<file path="src/rtl/shift_deser_pkg.sv">
// shift_deser_pkg: shared state encoding for the serial word link (receive and transmit sides)
package shift_deser_pkg;
  typedef enum logic {
    ST_IDLE  = 1'b0,
    ST_SHIFT = 1'b1
  } state_t;
endpackage

</file>
<file path="src/rtl/shift_deser_sipo.sv">
// sipo_core: LSB-first shift register and bit counter for one WIDTH-bit word
//  clk, areset : rising-edge clock, async active-high reset
//  drop        : abandon partial word, counter to 0
//  load        : accept sdata as the next bit
//  restart     : accepted bit is bit 0 of a new word
//  sdata       : serial bit
//  word        : word as it would stand after accepting sdata
//  done        : accepted bit completes a word
//  cnt         : bits collected in current word
module sipo_core #(
  parameter int WIDTH = 4,
  parameter int CNT_W = $clog2(WIDTH + 1)
) (
  input  logic             clk,
  input  logic             areset,
  input  logic             drop,
  input  logic             load,
  input  logic             restart,
  input  logic             sdata,
  output logic [WIDTH-1:0] word,
  output logic             done,
  output logic [CNT_W-1:0] cnt
);
  logic [CNT_W-1:0] next_cnt;
  // Only the upper WIDTH-1 bits of the shift register are ever read back; the
  // bit that would sit in position 0 is replaced by the incoming word on completion.
  generate
    if (WIDTH == 1) begin : g_one
      assign word = sdata;
    end else begin : g_many
      logic [WIDTH-2:0] shreg;
      assign word = {sdata, shreg};
      always_ff @(posedge clk or posedge areset)
        if (areset) shreg <= '0;
        else if (load) shreg <= word[WIDTH-1:1];
    end
  endgenerate
  always_comb next_cnt = restart ? CNT_W'(1) : cnt + 1'b1;
  assign done = load && next_cnt == CNT_W'(WIDTH);
  always_ff @(posedge clk or posedge areset)
    if (areset) cnt <= '0;
    else cnt <= drop ? '0 : !load ? cnt : done ? '0 : next_cnt;
endmodule

</file>
<file path="src/rtl/shift_deser.sv">
// shift_deser: serial-in/parallel-out receiver, LSB first, sof-aligned, valid/ready output
//  clk, areset        : rising-edge clock, async active-high reset
//  clear              : sync abort of partial word (output reg and flags kept)
//  ena, sdata, sof    : bit strobe, serial bit, start-of-frame qualifier
//  out_data/valid/ready : word output handshake
//  busy, bit_cnt      : partial word status
//  overrun, frame_err : sticky errors, cleared by clr_err
module shift_deser
  import shift_deser_pkg::*;
#(
  parameter int WIDTH = 4,
  parameter int CNT_W = $clog2(WIDTH + 1)
) (
  input  logic             clk,
  input  logic             areset,
  input  logic             clear,
  input  logic             ena,
  input  logic             sdata,
  input  logic             sof,
  output logic [WIDTH-1:0] out_data,
  output logic             out_valid,
  input  logic             out_ready,
  output logic             busy,
  output logic [CNT_W-1:0] bit_cnt,
  output logic             overrun,
  output logic             frame_err,
  input  logic             clr_err
);
  state_t           state, state_nx;
  logic             accept, done, ld, lost, resync;
  logic [WIDTH-1:0] word;
  sipo_core #(.WIDTH(WIDTH), .CNT_W(CNT_W)) u_core (
    .clk    (clk),
    .areset (areset),
    .drop   (clear),
    .load   (accept),
    .restart(sof),
    .sdata  (sdata),
    .word   (word),
    .done   (done),
    .cnt    (bit_cnt)
  );
  always_comb begin
    accept   = !clear && ena && (sof || state == ST_SHIFT);
    resync   = accept && sof && state == ST_SHIFT;
    ld       = done && (!out_valid || out_ready);
    lost     = done && out_valid && !out_ready;
    state_nx = clear ? ST_IDLE : !accept ? state : done ? ST_IDLE : ST_SHIFT;
  end
  assign busy = state == ST_SHIFT;
  always_ff @(posedge clk or posedge areset)
    if (areset) begin
      state     <= ST_IDLE;
      out_data  <= '0;
      out_valid <= 1'b0;
      overrun   <= 1'b0;
      frame_err <= 1'b0;
    end else begin
      state     <= state_nx;
      out_data  <= ld ? word : out_data;
      out_valid <= ld || (out_valid && !out_ready);
      // A new error in the same cycle as clr_err keeps the flag set.
      overrun   <= lost || (overrun && !clr_err);
      frame_err <= resync || (frame_err && !clr_err);
    end
endmodule

</file>
<file path="config.mk">
export PLATFORM = sky130hd
export DESIGN_NAME = shift_deser
export DESIGN_NICKNAME = d
export VERILOG_FILES = /design/src/rtl/shift_deser_pkg.sv /design/src/rtl/shift_deser_sipo.sv /design/src/rtl/shift_deser.sv
export SDC_FILE = /design/constraint.sdc
export NUM_CORES = 1
export LEC_CHECK = 0
export ABC_CLOCK_PERIOD_IN_PS = 5600
export CORE_AREA = 5 5 42 44
export CTS_BUF_LIST = sky130_fd_sc_hd__clkbuf_4
export DETAILED_ROUTE_END_ITERATION = 16
export DIE_AREA = 0 0 47 49
export DONT_BUFFER_PORTS = 1
export SETUP_SLACK_MARGIN = 0.15
export SLEW_MARGIN = 15
export SYNTH_ARGS = -nofsm -noshare
export SYNTH_HDL_FRONTEND = slang
export SYNTH_SLANG_ARGS = --single-unit
export TNS_END_PERCENT = 20
</file>
<file path="constraint.sdc">
create_clock -name clk -period 5.6 [get_ports clk]
set_clock_uncertainty 0.1 [all_clocks]
set_input_delay 1.4 -clock clk [delete_from_list [all_inputs] [get_ports clk]]
set_output_delay 1.4 -clock clk [all_outputs]
set_load 0.01 [all_outputs]
</file>
=== After elaboration in Yosys (flattened, before gate mapping) ===
Cells that the tools add are included.

* Flip-flop bits (word level): 14
* Input bits: 8
* Logic and storage cells: 37
* Output and inout bits: 11

* Muxes and demuxes: 7
* Equal/unequal tests: 1
* Reduce and logical (&&, ||, !) cells: 21
* Add/subtract/negate cells: 1

{| class="wikitable"
|+ Operator list
! cell !! number
|-
| 3-bit two-way mux || 4
|-
| 1-bit logical AND || 11
|-
| 1-bit logical OR || 5
|-
| 1-bit zero test || 4
|-
| 3-bit by 1-bit adder with 3-bit output, second input constant || 1
|-
| 3-bit == test, second input constant || 1
|-
| 1-bit two-way mux || 3
|-
| 2-bit nonzero test || 1
|}

=== Longest topological paths before layout ===
* Depth after elaboration: 7
* Depth in mapped cells: 5
* Depth with buffers taken out: 5

=== By module ===
From an unflattened synthesis, not the netlist that was laid out.

* Cells, all modules: 55
* Area total of the unflattened synthesis: 663.1 um^2

{| class="wikitable"
|+ Modules (own cells, without submodules)
! module !! area an instance (um^2) !! times used !! cells an instance
|-
| shift_deser || 346.6 || 1 || 27
|-
| sipo_core || 316.6 || 1 || 28
|}

=== Least setup slack after synthesis ===
OpenSTA, ideal clock, no wires.

* Path kind: input-to-reg
* Start: input port sof
* End: register out_data[0]
* Slack: 2.982 ns
* Arrival time: 2.393 ns
* Path buffers: 1
* Required time: 5.375 ns
* Cell stages on the path: 5
* Library setup time: 0.125 ns
* Cell sequence: buf_6 nor3b_2 nand4_2 nor2b_4 mux2_2

* Word-level cells in the longest chain between the ends: 4
* Elaborated cells between the ends (all ways): 6
* Classes of those cells: eq/ne (1); mux (1); reduce/logical (4)

{| class="wikitable"
|+ Ends and longest elaborated chain
! what !! line !! text
|-
| from (decl) || shift_deser.sv:19 || <nowiki>input logic sof,</nowiki>
|-
| 3-bit two-way mux or 1-bit logical OR (tied branches) || shift_deser_sipo.sv:38, shift_deser.sv:44 ||
|-
| 3-bit == test or 1-bit logical AND (tied branches) || shift_deser_sipo.sv:39, shift_deser.sv:44 ||
|-
| 1-bit logical AND * || shift_deser_sipo.sv:39 || <nowiki>assign done = load && next_cnt == CNT_W'(WIDTH);</nowiki>
|-
| 1-bit logical AND * || shift_deser.sv:46 || <nowiki>ld = done && (!out_valid || out_ready);</nowiki>
|-
| to (signal assigned) || shift_deser.sv:60 || <nowiki>out_data <= ld ? word : out_data;</nowiki>
|-
| to (decl) || shift_deser.sv:20 || <nowiki>output logic [WIDTH-1:0] out_data,</nowiki>
|}

Mark *: on every way between the ends. The rest lies on a longest branch, timed or not.
A chain may end at the register's enable or synchronous reset.

=== Worst setup path after layout ===
* Start: register state (netlist: busy)
* End: output port busy

{| class="wikitable"
|+ RTL lines
! what !! line !! text
|-
| from (decl) || shift_deser.sv:29 || <nowiki>state_t state, state_nx;</nowiki>
|-
| from (signal assigned) || shift_deser.sv:59 || <nowiki>state <= state_nx;</nowiki>
|-
| to (decl) || shift_deser.sv:23 || <nowiki>output logic busy,</nowiki>
|}

No word-level cell between the ends.

==> flow_summary.toml <==
[status]
status = "complete, no violations"

[clocking]
postCtsSetupBuffers = 0
cts_sinks = 14
clock_path_buffers = 2
clk_pin_slew_worst_paths_ns = 0.08
cts-resized-gates = 0
tritoncts = "yes"
clk_latency_ns = 0.27
htree_levels = 1
hold_buffers = 0
cts_buffers = 3
cts_root_buf = "clkbuf_4"

[sta]
slew_viol_final = 0
setup-tns-final_ns = 0
finalSetupViolCount = 0
grt_setup_unrepaired = "false"
holdWs_ns = 0.414
fmax_mhz = 438
period_minus_slack_ns = 2.29
hold_viol = 0
max_slew_margin = 0.671
post-route-period-util = 0.408
worst_slew_pin_slew_ns = 0.493

[detailed_routing]
via_per_inst = 5.59
drtIter0Drc = 4
drtAntennaViolNets = 0
wl_per_cell_um = 15.3
drc_errors = 0
vias = 397
dr.pass1.iters = 4
routed_wl_mm = 1.09

[floorplanning]
initial_core_util = 0.460
io_pins = 19
dieArea_sq_um = 2300
core_sq_um = 1400
die_y_um = 49
num_rows = 14
die_x_um = 47

[critical_path]
reg2reg_from = "u_core.cnt[0]"
path_class = "reg2out"
required_ns = 4.10
cp-start-kind = "flip-flop"
reg2reg_slack_ns = 3.60
cp.arrival_ns = 0.79
r2r_cells = 5
cp-end-kind = "primary output"
r2r-end = "out_data[1]"
path_max_fanout = 7

[finish]
n_antenna_cell = 0
seqCellArea_sq_um = 350
nNetsFinal = 65
fill_cells = 132
final_layout_size_suffix_gt1_frac = 0.236
final_util = 0.485
synthToLayoutAreaGrowth_pct = 5.44
multi_input_area_sq_um = 272

[placed_design]
gp_congestion = 0.778
io_buffers = 0

[global_routing]
grt_pass1_wl_mm = 1.76
antenna_found_initial = 0
grt_overflow_total = 0
grtUsageTotal = 0.104
first_global_vias = 395
grt_max_degree = 15

[synthesis]
muxShareOfSynthArea = 0.122
syn_area_sq_um = 644
syn-num-nets = 61
synth.distinct_cells = 26
yosys-top-cells-area = "dfrtp_1 (54%), mux2_2 (10%), nor2_1 (2.3%), o21a_1 (2.3%), nor2b_4 (2.1%)"
synthCells = 52
synth-xor-area-share = 0.0136
synth_compound_area_frac = 0.105
synthAdderAreaFrac = 0.0194
ys_ff_latch = 14
yosys.area_share.simple = 0.161
ys_warn_count = 0
synth_top_cell_area_share = 0.544
avgSynthCellArea_sq_um = 12.4
ys_seq_area_frac = 0.544
synth_top_family_by_area = "simple AND/OR/NAND/NOR gates"
synth_top_cell_by_area = "dfrtp_1"

[worst_hold_path]
hold_class = "reg2reg"
min_from = "u_core.g_many.shreg[0]"
hold_depth = 1
hold_path_end = "out_data[0]"

[flow_run]
maxCapViolCount = 0

[power_and_ir_drop]
finalPower_uw = 191
ir_drop_mv = 0.0969
p_leak_uw = 0.000332
power.density_nw_per_um2 = 281
[logic make-up after synthesis]
family	after synthesis
buf+inv	4
fa+ha+maj	1
flops	14
compound gates	10
xor+xnor	1
simple gates	15
mux	7
[routing by layer]
layer,GRT usage,share of wire,vias up
met3,0.0701,0.11,2
li1,-,-,192
met1,0.127,0.43,191
met5,0,0,-
met2,0.136,0.45,12
met4,0.0507,0.0055,0
[flip-flops by register name, indices dropped and copies added (netlist names)]
| register | cells |
|---|---|
| u_core.g_many.shreg | 3 |
| frame_err | 1 |
| busy | 1 |
| out_valid | 1 |
| overrun | 1 |
| out_data | 4 |
| u_core.cnt | 3 |
[placed cells by master (no fill, tap or decap), types with 2 or more instances in the layout]
cell,synthesis,layout
o21a_1,2,2
o21ai_0,2,2
inv_1,3,3
mux2_2,6,6
nand2_1,2,2
clkbuf_4,0,3
dfrtp_1,14,14
nor2_1,4,4
[worst reg2reg max path: stages (launching register included)]
cell and delay (ns):
dfrtp_1 0.47, ha_1 0.37, nor3b_2 0.22, nand4_2 0.18, nor2b_4 0.20, mux2_2 0.34
[worst max-delay path by stage]
stage | cells past startpoint | slack, ns | to | startpoint
3_5_place_dp | 4 | 3.03 | out_data[1] | sof
2_1_floorplan | 5 | 2.98 | out_data[0] | sof
5_1_grt | 0 | 3.27 | busy | busy
3_3_place_gp | 4 | 3.05 | out_data[2] | sof
4_1_cts | 0 | 3.31 | busy | busy
6_report | 0 | 3.31 | busy | busy
[area by class of cell]
cell class / instances / share of cell area
clock buffers: 3 / 0.0331
clock inverters: 1 / 0.00552
inverters: 3 / 0.0166
multi-input cells: 34 / 0.400
flip-flops and latches: 14 / 0.516
well taps: 16 / 0.0295
[synth_stat cells]
| library cell | instances |
|---|---|
| o21ai_0 | 2 |
| o22ai_1 | 1 |
| nor2b_1 | 1 |
| buf_6 | 1 |
| a211oi_1 | 1 |
| a311oi_1 | 1 |
| dfrtp_1 | 14 |
| nor4b_1 | 1 |
| nand4_2 | 1 |
| inv_1 | 3 |
| mux2_1 | 1 |
| nand2b_1 | 1 |
| nor3b_2 | 1 |
| o21a_1 | 2 |
| a21oi_1 | 1 |
| nand2_1 | 2 |
| nor2_1 | 4 |
| nand3b_1 | 1 |
| and2b_2 | 1 |
| mux2_2 | 6 |
| o31ai_1 | 1 |
| ha_1 | 1 |
| xor2_1 | 1 |
| nand3_1 | 1 |
| nor2b_4 | 1 |
| a22oi_1 | 1 |
[power by group]
group | total (uW) | internal (uW) | leakage (uW) | switching [uW]
sequential | 117 | 110 | 0.000187 | 7.36
combinational | 17.7 | 9.76 | 0.000129 | 7.96
clock | 55.6 | 25.7 | 0.0000154 | 29.9
[per-stage QoR]
step | cells | area (sq um) | worst slack (ns)
floorplan | 52 | 644 | 2.98
global placement | 67 | 653 | 3.05
detailed placement | 67 | 653 | 3.03
CTS | 71 | 679 | 3.31
global route | 71 | 679 | 3.27
finish | 71 | 679 | 3.31
(Power assumes the default switching activity.)
